## src/rtl/serial_add16_if.sv

```systemverilog
// Operand/result handshake bundle for the bit-serial adder.
// The master side drives the operands, the slave side is the adder.
interface serial_add16_if #(
  parameter int WIDTH = 16
);
  logic             in_valid;
  logic             in_ready;
  logic [WIDTH-1:0] a;
  logic [WIDTH-1:0] b;
  logic             cin;
  logic [WIDTH-1:0] sum;
  logic             cout;
  logic             ovf;
  logic             zero;
  logic             out_valid;
  logic             out_ready;

  modport master (
    output in_valid, a, b, cin, out_ready,
    input  in_ready, sum, cout, ovf, zero, out_valid
  );

  modport slave (
    input  in_valid, a, b, cin, out_ready,
    output in_ready, sum, cout, ovf, zero, out_valid
  );
endinterface

```

## src/rtl/serial_add16.sv

```systemverilog
// Bit-serial adder: one operand bit pair per cycle, LSB first.
// Flow: IDLE accepts operands, RUN takes WIDTH cycles, DONE holds the result.
module serial_add16 #(
  parameter int WIDTH = 16
) (
  input  logic          clk,
  input  logic          rst_n,
  serial_add16_if.slave bus
);

  localparam int            CW   = (WIDTH > 1) ? $clog2(WIDTH) : 1;
  localparam logic [CW-1:0] LAST = CW'(WIDTH - 1);

  typedef enum logic [1:0] {
    S_IDLE = 2'd0,
    S_RUN  = 2'd1,
    S_DONE = 2'd2
  } state_t;

  state_t           r_state;
  state_t           w_state_next;
  logic [WIDTH-1:0] r_a;
  logic [WIDTH-1:0] r_b;
  logic [WIDTH-1:0] r_sum;
  logic             r_carry;
  logic             r_cout;
  logic             r_ovf;
  logic [CW-1:0]    r_cnt;
  logic             w_s;
  logic             w_maj;
  logic             w_last;

  assign w_s    = r_a[0] ^ r_b[0] ^ r_carry;
  assign w_maj  = (r_a[0] & r_b[0]) | (r_a[0] & r_carry) | (r_b[0] & r_carry);
  assign w_last = (r_cnt == LAST);

  // State register
  always_ff @(posedge clk or negedge rst_n) begin
    if (!rst_n) begin
      r_state <= S_IDLE;
    end else begin
      r_state <= w_state_next;
    end
  end

  // Next-state decode
  always_comb begin
    w_state_next = r_state;
    case (r_state)
      S_IDLE: begin
        if (bus.in_valid) w_state_next = S_RUN;
        else              w_state_next = S_IDLE;
      end
      S_RUN: begin
        if (w_last) w_state_next = S_DONE;
        else        w_state_next = S_RUN;
      end
      S_DONE: begin
        if (bus.out_ready) w_state_next = S_IDLE;
        else               w_state_next = S_DONE;
      end
      default: w_state_next = S_IDLE;
    endcase
  end

  // Operand shifters, carry chain, counter and result flags
  always_ff @(posedge clk or negedge rst_n) begin
    if (!rst_n) begin
      r_a     <= '0;
      r_b     <= '0;
      r_sum   <= '0;
      r_carry <= 1'b0;
      r_cout  <= 1'b0;
      r_ovf   <= 1'b0;
      r_cnt   <= '0;
    end else begin
      case (r_state)
        S_IDLE: begin
          if (bus.in_valid) begin
            r_a     <= bus.a;
            r_b     <= bus.b;
            r_carry <= bus.cin;
            r_cnt   <= '0;
          end
        end
        S_RUN: begin
          r_a     <= r_a >> 1;
          r_b     <= r_b >> 1;
          r_sum   <= {w_s, r_sum[WIDTH-1:1]};
          r_carry <= w_maj;
          r_cnt   <= r_cnt + CW'(1);
          // On the MSB cycle r_carry is the carry into bit WIDTH-1.
          if (w_last) begin
            r_cout <= w_maj;
            r_ovf  <= r_carry ^ w_maj;
          end
        end
        default: begin
        end
      endcase
    end
  end

  assign bus.in_ready  = (r_state == S_IDLE);
  assign bus.out_valid = (r_state == S_DONE);
  assign bus.sum       = r_sum;
  assign bus.cout      = r_cout;
  assign bus.ovf       = r_ovf;
  assign bus.zero      = (r_state == S_DONE) && (r_sum == '0);

endmodule

```

## src/flat_wrapper.sv

```systemverilog
// flat-port wrapper written by rule: the top's interface ports become plain ports
module serial_add16_flat 
#(
  parameter int WIDTH = 16
)
  (clk, rst_n, bus_in_valid, bus_a, bus_b, bus_cin, bus_out_ready, bus_in_ready, bus_sum, bus_cout, bus_ovf, bus_zero, bus_out_valid);
  serial_add16_if #(.WIDTH(WIDTH)) bus_i ();
  input  logic clk;
  input  logic rst_n;
  input wire logic [$bits(bus_i.in_valid)-1:0] bus_in_valid;
  input wire logic [$bits(bus_i.a)-1:0] bus_a;
  input wire logic [$bits(bus_i.b)-1:0] bus_b;
  input wire logic [$bits(bus_i.cin)-1:0] bus_cin;
  input wire logic [$bits(bus_i.out_ready)-1:0] bus_out_ready;
  output wire logic [$bits(bus_i.in_ready)-1:0] bus_in_ready;
  output wire logic [$bits(bus_i.sum)-1:0] bus_sum;
  output wire logic [$bits(bus_i.cout)-1:0] bus_cout;
  output wire logic [$bits(bus_i.ovf)-1:0] bus_ovf;
  output wire logic [$bits(bus_i.zero)-1:0] bus_zero;
  output wire logic [$bits(bus_i.out_valid)-1:0] bus_out_valid;
  assign bus_i.in_valid = bus_in_valid;
  assign bus_i.a = bus_a;
  assign bus_i.b = bus_b;
  assign bus_i.cin = bus_cin;
  assign bus_i.out_ready = bus_out_ready;
  assign bus_in_ready = bus_i.in_ready;
  assign bus_sum = bus_i.sum;
  assign bus_cout = bus_i.cout;
  assign bus_ovf = bus_i.ovf;
  assign bus_zero = bus_i.zero;
  assign bus_out_valid = bus_i.out_valid;
  serial_add16 #(.WIDTH(WIDTH)) u_core (.clk(clk), .rst_n(rst_n), .bus(bus_i));
endmodule
```

## config.mk

```make
export PLATFORM = sky130hd
export DESIGN_NAME = serial_add16_flat
export DESIGN_NICKNAME = d
export VERILOG_FILES = /design/src/rtl/serial_add16_if.sv /design/src/rtl/serial_add16.sv /design/src/flat_wrapper.sv
export SDC_FILE = /design/constraint.sdc
export NUM_CORES = 1
export LEC_CHECK = 0
export CORE_ASPECT_RATIO = 2
export CORE_MARGIN = 2
export CORE_UTILIZATION = 45
export DETAILED_ROUTE_END_ITERATION = 12
export PLACE_DENSITY = 0.84
export SLEW_MARGIN = 15
export SYNTH_ARGS = -nofsm -noshare
export SYNTH_HDL_FRONTEND = slang
export SYNTH_SLANG_ARGS = --single-unit
```

## constraint.sdc

```tcl
create_clock -name clk -period 1.8 [get_ports clk]
set_input_delay 0.27 -clock clk [delete_from_list [all_inputs] [get_ports clk]]
set_output_delay 0.27 -clock clk [all_outputs]
set_load 0.01 [all_outputs]
```

* Word level (Yosys, flattened, before mapping) *
Index checks and enable logic that the tools add are counted.

cells by class
  $add $sub $neg = 1
  mux-type cells = 12
  bitwise operators = 8
  reduce and logical (&&, ||, !) cells = 6
  equality and inequality tests = 4

operator list
  operator               count
  $pmux W16 S2           2
  $mux W16               2
  $logic_not A16 Y1      1
  $pmux W4 S2            1
  $pmux W2 S3            1
  $add A4 B1 Y4 const B  1
  $eq A4 B4 Y1 const B   1
  $mux W2                2
  $mux W4                1
  $reduce_and A2 Y1      2
  $and A1 B1 Y1          3
  $xor A1 B1 Y1          3
  $eq A2 B1 Y1 const B   1
  $eq A2 B2 Y1 const B   1
  $logic_not A2 Y1       1
  $mux W1                2
  $ne A2 B2 Y1 const B   1
  $or A1 B1 Y1           2
  $pmux W1 S2            1
  $reduce_bool A2 Y1     1
  $logic_and A1 B1 Y1    1

word-level totals
  bits in registers = 57
  input port bits = 37
  word-level logic and storage cells = 39
  output and inout port bits = 21

* Logic depth before layout (Yosys ltp) *
  depth after elaboration = 4
  gate-level depth with buffers = 5
  gate-level depth less buffers = 3

* Worst setup path before layout *
No wires, ideal clock.

  path type = register to output
  from = register u_core.r_sum[0] (netlist: u_core.bus.sum[0])
  to = output bus_zero
  required time = 1530 ps
  setup slack = 346 ps
  stages on the path, launching flop included = 3
  data arrival time = 1184 ps
  path buffers = 0
  cells stage by stage = dfrtp_1 -> or4_1 -> nor3_1

between the ends
  cells in the longest elaborated chain, start to end = 2

RTL lines
  item                    line                 RTL
  start, declared         serial_add16.sv:24   logic [WIDTH-1:0] r_sum;
  start signal, assigned  serial_add16.sv:89   r_sum <= {w_s, r_sum[WIDTH-1:1]};
  $logic_not A16 Y1       serial_add16.sv:109  assign bus.zero = (r_state == S_DONE) && (r_sum == '0);
  $logic_and A1 B1 Y1     serial_add16.sv:109
  end, declared           flat_wrapper.sv:19   output wire logic [$bits(bus_i.zero)-1:0] bus_zero;

No other way between the ends.

* Final worst setup path *
Same ends and word-level chain as after synthesis.

==> qor.yml <==
global_routing:
  grt_usage_pct: 19.98
  grt_first_pass_wirelength_mm: 9.156
  grt-ovfl-total: 0
  grt_pass1_vias: 1975
  grt_max_degree: 58
  grt_antenna_before_repair: 0
route:
  remaining_drc_errors: 0
  wl_per_cell_um: 15.57
  wirelength_mm: 5.526
  drt_iter0_markers: 67
  vias_per_cell: 5.561
  firstDrtPassIters: 4
  num_vias: 1974
  antenna_left: 0
synth:
  ys_seq_area_share_pct: 57.96
  ys_seq_elements: 57
  synth_top_cell_by_area: "dfrtp_1"
  yosys-top-cells-area: "dfrtp_1, a22oi_1, mux2_2"
  mappedNetlistNets: 257
  synth_cells: 218
  post-synth-top-count-cell: "dfrtp_1"
  syn-cell-area_mm2: 0.002461
  synth.distinct_cells: 29
  synth_warnings: 0
  synthArstFlopShare_pct: 100.0
  synth_top_cell_area_share_pct: 57.96
  yosys-top-cells-count: "dfrtp_1, nand2_1, o21ai_0, a22oi_1, mux2_2"
  avgSynthCellArea_um2: 11.29
  synth-edff-count: 0
  synthFlopType: "dfrtp_1"
clock_network:
  cts_tree: "done"
  post-cts-setup-buffers: 0
  worstSkewPairLatency_ns: 0.33
  root_buffer: "clkbuf_8"
  numCtsBuffers: 9
  cts_max_level: 3
  path_clk_slew_ns: 0.07
  clock_tree.buffer_depth: 2
  cts_sinks: 57
timing:
  slew_viol_final: 0
  skew_ns: 0.009131
  fin_crit_sh_pct: 103.5
  hold_ws_ns: 0.4773
  fmax_ghz: 0.5366
  worst_slack_ns: -0.06359
  finalHoldViolCount: 0
  setup_viol: 1
  rsz0062_at_grt: "yes"
  fin_crit_ns: 1.864
  slew_headroom_pct: 74.84
  tightest_slew_ns: 0.3775
critical_path:
  required_ns: 1.53
  critPathMaxFanout: 2
  crit_type: "reg2out"
  crit_arrival_ns: 1.59
  r2r_setup_slack_ns: 0.18
  critPathCaptureType: "output pin"
  worstSetupStartpointType: "register"
  worstRegToRegCells: 5
cells_and_area:
  nets: 329
  diodes: 0
  finish.utilization_pct: 64.72
  final_area_mm2: 0.003477
  drive_above_1_share_pct: 22.37
  nFillCells: 428
  area_delta_synth_final_pct: 41.28
power_and_ir_drop:
  max-vdd-ir-drop_mv: 1.255
  p_total_w: 0.006155
  cellPowerDensity_mw_per_mm2: 1770
  leakage_nw: 1.485
die:
  dieWidth_um: 56.30
  row_count: 38
  die_area_mm2: 0.006113
  io_pins: 58
  start_util_pct: 45.81
  core_mm2: 0.005373
  die_h_um: 108.6
hold_path:
  hold_class: "in2async"
status:
  run_status: "finished, violations left"
  violations: "negative setup slack"
placed_design:
  place.gp.congestion: 0.7961
  postPlaceCellArea_mm2: 0.003206
  place_hpwl_mm: 3.818
  portBuffers: 57
job:
  maxCapViolations: 0
[stage by stage]
step / setup TNS [ns] / worst slack (ns) / std cells
2_1_floorplan: 0 / 0.3458 / 218
3_3_place_gp: -0.08169 / -0.08169 / 338
4_1_cts: 0 / 0.0003721 / 355
6_report: -0.06359 / -0.06359 / 355
3_5_place_dp: -0.09082 / -0.09082 / 338
5_1_grt: -0.09434 / -0.09434 / 355
[power breakdown]
part / internal, W / leakage [nW] / switching (W)
registers: 0.00186 / 0.726 / 0.000402
logic: 0.00143 / 0.650 / 0.00111
clock network: 0.000855 / 0.109 / 0.000496
total: 0.00415 / 1.49 / 0.00201
[final timing paths]
check                                               from                     endpoint
setup / recovery           u_core.bus.sum[0]$_DFFE_PN0N_                     bus_zero
min in group clk              u_core.r_b[11]$_DFFE_PN0P_   u_core.r_b[11]$_DFFE_PN0P_
hold reg to reg               u_core.r_b[11]$_DFFE_PN0P_   u_core.r_b[11]$_DFFE_PN0P_
max in group asynchronous                          rst_n    u_core.r_a[0]$_DFFE_PN0P_
hold / removal                                     rst_n  u_core.bus.cout$_DFFE_PN0P_
setup reg to reg             u_core.r_state[0]$_DFF_PN0_  u_core.r_cnt[3]$_DFFE_PN0P_
[layout make-up]
| type | instances | area [um^2] | share of cell area (%) |
|---|---|---|---|
| Clock buffer | 12 | 155.1 | 4.462 |
| Clock inverter | 4 | 75.07 | 2.159 |
| Inverter | 3 | 11.26 | 0.3239 |
| Multi-Input combinational cell | 142 | 983.4 | 28.28 |
| Sequential cell | 57 | 1428 | 41.06 |
| Tap cell | 60 | 75.07 | 2.159 |
| Timing Repair Buffer | 77 | 749.5 | 21.55 |
[layer usage]
layer | track usage (%) | routed length, um | part of all wire (%) | up-vias
li1 | - | - | - | 936
met1 | 20.97 | 2036 | 37 | 971
met2 | 36.39 | 3140 | 57 | 59
met3 | 5.144 | 208 | 3.8 | 8
met4 | 9.524 | 141 | 2.6 | 0
met5 | 0 | 0 | 0 | -
[cells by family (layout without fill, tap and decap cells)]
group                    after synthesis  in the layout  synth area share [%]
AO/OA/AOI/OAI                         72             72                 18.96
XOR/XNOR                               1              1                0.3559
adder cells (fa/ha/maj)                2              2                 1.322
buffers and inverters                 19             96                 3.661
flip-flops                            57             57                 57.96
multiplexers                          20             20                 9.151
AND/OR/NAND/NOR                       47             47                 8.592
[sequential cells by signal (all words and copies together), names as in the netlist]
name	count
u_core.r_cnt	4
u_core.r_state	2
u_core.bus.sum	16
u_core.bus.ovf	1
u_core.r_carry	1
u_core.r_a	16
u_core.r_b	16
u_core.bus.cout	1
[what timing repair did]
item	CTS	global route
hold buffers	1	0
pin swaps	0	0
endpoints found under the setup margin	2	2
gates resized for setup	7	6
endpoints found under the hold margin	57	0
cloned	0	0
[critical path: stages, from the launching register on]
cell     delay [ns]
dfrtp_1        0.39
or4_4          0.58
nor3_4         0.14
buf_2          0.15
[placed cells by master (no fill, tap or decap), drive strengths merged]
cell type      Yosys  final
nand2b             1      1
ha                 1      1
a2bb2oi            1      1
a21oi              1      1
clkdlybuf4s50      0     54
mux2              20     20
a211oi             1      1
nand2             33     33
buf               13     21
dlygate4sd2        0      1
nor4               3      3
o21ai             33     33
bufinv             0      2
a41oi              1      1
or4                1      1
nor2               2      2
a32o               1      1
nor3               1      1
xor2               1      1
o21bai             1      1
inv                3      3
a22oi             31     31
clkinvlp           0      2
nor2b              1      1
a22o               2      2
clkbuf             3     12
and2b              1      1
nand4              2      2
dlygate4sd3        0      1
dfrtp             57     57
nand3              2      2
fa                 1      1
Note: power is estimated with default switching activity, not from simulation.
